**src/rtl/button_decoder.sv**
```systemverilog
// Purpose: condition one raw front-panel pushbutton into debounced level plus short/long/repeat event pulses.
// Latency: pressed follows a clean raw edge after DB_CYC+2 clocks; event pulses are combinational off the registered state.
// Backpressure: none; pulses are single-cycle and consumers must sample them on the cycle they occur.
module button_decoder #(
    parameter int CLOCK_SPEED = 25000000,
    parameter int DEBOUNCE_MS = 20,
    parameter int LONG_MS     = 1000,
    parameter int REPEAT_MS   = 200,
    parameter int ACTIVE_LOW  = 1
) (
    input  logic clock,
    input  logic reset,
    input  logic button,
    output logic pressed,
    output logic short_press,
    output logic long_press,
    output logic repeat_pulse
);

    localparam int CYC_PER_MS = CLOCK_SPEED / 1000;
    localparam int DB_RAW     = CYC_PER_MS * DEBOUNCE_MS;
    localparam int LONG_RAW   = CYC_PER_MS * LONG_MS;
    localparam int DB_CYC     = (DB_RAW < 1) ? 1 : DB_RAW;
    localparam int LONG_CYC   = (LONG_RAW < 1) ? 1 : LONG_RAW;
    localparam int REP_CYC    = (REPEAT_MS > 0) ? CYC_PER_MS * REPEAT_MS : 0;

    localparam int DB_W   = $clog2(DB_CYC + 1);
    localparam int HOLD_W = $clog2(LONG_CYC + 1);
    localparam int REP_W  = (REP_CYC > 0) ? $clog2(REP_CYC + 1) : 1;

    localparam logic [DB_W-1:0]   DB_LAST   = DB_W'(DB_CYC - 1);
    localparam logic [HOLD_W-1:0] HOLD_LAST = HOLD_W'(LONG_CYC - 1);
    localparam logic [REP_W-1:0]  REP_LAST  = REP_W'((REP_CYC > 0) ? REP_CYC - 1 : 0);
    localparam logic              REP_EN    = (REP_CYC > 0);
    localparam logic              INVERT    = (ACTIVE_LOW != 0);

    typedef enum logic [1:0] {
        IDLE      = 2'd0,
        PRESSED   = 2'd1,
        LONG_HELD = 2'd2
    } state_t;

    logic              s1;
    logic              s2;
    logic              stable;
    logic [DB_W-1:0]   db_cnt;
    logic [HOLD_W-1:0] hold;
    logic [REP_W-1:0]  rep;
    state_t            state;
    state_t            state_nxt;

    // Synchroniser normalises polarity so 1 always means held.
    always_ff @(posedge clock) begin
        if (reset) begin
            s1     <= 1'b0;
            s2     <= 1'b0;
            stable <= 1'b0;
            db_cnt <= '0;
        end else begin
            s1 <= button ^ INVERT;
            s2 <= s1;
            if (s2 != stable) begin
                if (db_cnt == DB_LAST) begin
                    stable <= s2;
                    db_cnt <= '0;
                end else begin
                    db_cnt <= db_cnt + DB_W'(1);
                end
            end else begin
                db_cnt <= '0;
            end
        end
    end

    assign pressed = stable;

    always_ff @(posedge clock) begin
        if (reset) begin
            state <= IDLE;
        end else begin
            state <= state_nxt;
        end
    end

    // Counters idle at zero outside their own state, so each entry starts clean.
    always_ff @(posedge clock) begin
        if (reset) begin
            hold <= '0;
            rep  <= '0;
        end else begin
            hold <= (state == PRESSED) ? hold + HOLD_W'(1) : '0;
            rep  <= (state == LONG_HELD && rep != REP_LAST) ? rep + REP_W'(1) : '0;
        end
    end

    always_comb begin
        state_nxt = state;
        case (state)
            IDLE: begin
                if (stable) state_nxt = PRESSED;
            end
            PRESSED: begin
                if (!stable)                state_nxt = IDLE;
                else if (hold == HOLD_LAST) state_nxt = LONG_HELD;
            end
            LONG_HELD: begin
                if (!stable) state_nxt = IDLE;
            end
            default: state_nxt = IDLE;
        endcase
    end

    // Release is checked before the long threshold so a tie reports a short press.
    always_comb begin
        short_press  = 1'b0;
        long_press   = 1'b0;
        repeat_pulse = 1'b0;
        case (state)
            PRESSED: begin
                short_press = !stable;
                long_press  = stable && (hold == HOLD_LAST);
            end
            LONG_HELD: begin
                repeat_pulse = REP_EN && stable && (rep == REP_LAST);
            end
            default: ;
        endcase
    end

endmodule

```
**config.mk**
```make
export PLATFORM = sky130hd
export DESIGN_NAME = button_decoder
export DESIGN_NICKNAME = d
export VERILOG_FILES = /design/src/rtl/button_decoder.sv
export SDC_FILE = /design/constraint.sdc
export NUM_CORES = 1
export LEC_CHECK = 0
export ABC_AREA = 1
export CELL_PAD_IN_SITES_DETAIL_PLACEMENT = 1
export CELL_PAD_IN_SITES_GLOBAL_PLACEMENT = 1
export CORE_UTILIZATION = 40
export DETAILED_ROUTE_END_ITERATION = 6
export GPL_ROUTABILITY_DRIVEN = 1
export HOLD_SLACK_MARGIN = 0.08
export PLACE_DENSITY = 0.8
export SYNTH_ARGS = -nofsm -noshare
export SYNTH_HDL_FRONTEND = slang
export SYNTH_SLANG_ARGS = --single-unit
```
**constraint.sdc**
```tcl
create_clock -name clock -period 2 [get_ports clock]
set_input_delay 0.3 -clock clock [delete_from_list [all_inputs] [get_ports clock]]
set_output_delay 0.3 -clock clock [all_outputs]
set_load 0.03 [all_outputs]
```
==> metrics <==
outcome=complete, no violations; Layout Utilization=a little under half; number of antenna violations at the first check in global routing=0; syn_area_per_cell=about 6.4 um2; share of layout cells above drive strength 1=between 10% and 20%; Iter 0 DRT Violations=80; CP Data Arrival Time=between 1500 and 2000 ps; Total Routing Usage GR=22.0%; global route total overflow=0; Post-synth EDFFs=0; leading post-synthesis cells by cell area=dfxtp_1, nand2_1, nor2_1; clock buffer count from CTS=9; largest net degree at the start of global routing=24; Initial Util=roughly 41%; hold path startpoint=s1; RR Startpoint=db_cnt[0]; Post-Syn Instances=a little under 600; Critical Path Fanout Max=3; Routed WL=10.3 mm; max-slew violation count=0; # port buffers=6; Pwr Density=around 660 nW/um2; slowest stage delay, CP=360 ps; final instance area=approximately 4400 um2; first-pass GRT wire length=17.4 mm; CTS tree=done; row cnt=35; Residual DRC=0; I/O Pins=7; Startpoint Class=register; Clock Path Buffers=2; Die H=approximately 100 um; setup violators final=0; Hold Fails Final Rpt=0; Worst Tran Pin Value=roughly 480 ps; critical-path cell list=ha_4 > nand2_2 > nor2_4 > nand4_1 > nor3_2 > buf_4; relative max-transition margin=roughly two thirds; FMAX=about 510 MHz; Clk Latency, worst-skew pair=~350 ps; Yosys warning count=0; diode count=0; Root Buffer=clkbuf_8; RSZ-0062 raised after global routing=yes; worst path required time=~1700 ps; via count=roughly 3700; HPWL after DPL=7.69 mm; Layout area overhead=14.8%; CP delay by family, top=simple AND/OR/NAND/NOR gates; routed length per instance=13.7 um; Setup Skew=roughly 12 ps; Die Wd=around 100 um; hold crit path type=register to register; # clock sinks=72; crit path max-delay cell type=dfxtp_4; Final Cycle Share=97.5%; max-cap violations=0; placed cell area=4040 um2; Worst Setup SP=hold[0]; Post-synth ARST share=0%; RePlAce Congestion=slightly above 0.9; Leak Pwr=0.00129 uW; # fillers=approximately 1200; CTS H-tree depth=3; Tot Pwr=just under 3000 uW; buffers and inverters on the worst path=1; kind of critical path=register to output pin; Routed Antenna Nets=0; maximum vdd drop=between 0.2 and 0.3 mV; full die area=between 9000 and 10000 um2; Nets=620; Crit. End Element=output pin; vias in the first global route=between 3000 and 4000; Seq/Total Area, Yosys=between 30% and 40%; clock-pin slew on the worst setup and hold paths=around 80 ps; synth unique cells=28; Seq cells post-synth=72; post-cts hold buffer count=0; Synth Flop Type=dfxtp_1; hold_ws=413 ps; Cell Area, Synth=~3800 um2; top cell type's share of synthesized area=approximately 38%; min Tclk post-route=1950 ps; Post-Syn Nets=between 600 and 700; drt pass-1 iters=4; largest area contributor in the netlist=dfxtp_1; Via density=between 5 and 6; core area=~9000 um2
[metrics by stage]
| step | cells | TNS [ps] | worst slack, ps |
|---|---|---|---|
| after floorplan | 595 | 0 | 129 |
| after global placement | 729 | 0 | 228 |
| after detailed placement | 729 | 0 | 188 |
| after CTS | 746 | 0 | 2.49 |
| after global routing | 748 | -22.0 | -22.0 |
| final | 748 | 0 | 49.4 |
[synthesized netlist by cell type (2+ instances only)]
cell	count
ha_1	3
nor2_2	9
dfxtp_1	72
xor2_1	10
nor3b_1	2
nor2_1	138
or2_0	5
buf_6	2
nand4_1	9
xnor2_1	11
nor2_4	4
nor3_1	7
or2_2	2
inv_1	59
nand3_1	43
a21oi_1	31
o21ai_0	9
nand2_2	4
inv_2	2
nand2_1	163
nand3_2	3
[report_power, final]
part           internal [uW]  switching, uW  total [uW]
clock                    830            601        1430
combinational           7.73           9.52        17.2
sequential              1430           1.04        1430
[cell families (layout without fill, tap and decap cells)]
group	count (synthesis)	count (layout)	share of synthesized area, %
and+or+nand+nor	391	391	43.7
DFF	72	72	37.8
buffers and inverters	66	90	7.02
AOI/OAI and AO/OA	42	42	5.67
xor gates and xnor gates	21	21	4.82
adders and majority gates	3	3	0.984
[cell usage in the layout (no fill, tap or decap), types with 2 or more instances in the layout]
cell               n
nand2_1          161
nor2_1           135
dfxtp_1           63
inv_1             59
nand3_1           42
a21oi_1           31
xnor2_1           11
nor2_2            10
xor2_1            10
nand4_1            9
o21ai_0            9
clkbuf_8           9
buf_4              8
dfxtp_2            7
nand2_2            6
nor2_4             6
nor3_1             6
or2_0              5
nand3_2            4
bufinv_16          3
clkdlybuf4s50_1    3
nor3_2             2
inv_2              2
or2_2              2
nor3b_1            2
ha_4               2
clkinv_4           2
dfxtp_4            2
[worst paths after layout]
| check | to | slack [ps] | cells after the start |
|---|---|---|---|
| setup / recovery | long_press | 50 | 6 |
| hold / removal | s2 | 410 | 2 |
| setup reg to reg | db_cnt[0] | 390 | 7 |
| hold reg to reg | s2 | 410 | 2 |
[final cells by class]
cell class	instances	area, um2	area share (%)
Clock buffer	9	124	2.83
Sequential cell	72	1460	33.3
Clock inverter	7	120	2.74
Tap cell	129	161	3.69
Timing Repair Buffer	13	123	2.80
Inverter	61	229	5.23
Multi-Input combinational cell	457	2160	49.4
[sequential cells by signal, summed over array words and instances, names as in the netlist]
register,flops
db_cnt,19
hold,25
pressed,1
rep,23
s1,1
s2,1
state,2
[tightest hold or removal path, cell delays in order (launching register included)]
cell and delay [ps]:
dfxtp_1 300, inv_1 40, nor2_1 30
[per-layer routing]
metal  global-route usage (%)  vias up  part of all wire, %
met5                        0        -                    0
met4                     7.58        0                  1.1
met3                     2.95        8                  1.9
met2                     40.7       28                   52
met1                     26.0     1812                   45
li1                         -     1897                    -
[timing repair]
action | in CTS | in global routing
setup endpoints to repair | 2 | 3
setup buffers | 1 | 2
resized for setup | 9 | 16
pin swaps | 2 | 3
hold endpoints to repair | 0 | 0
No activity file was read; power rests on OpenSTA's default activity.
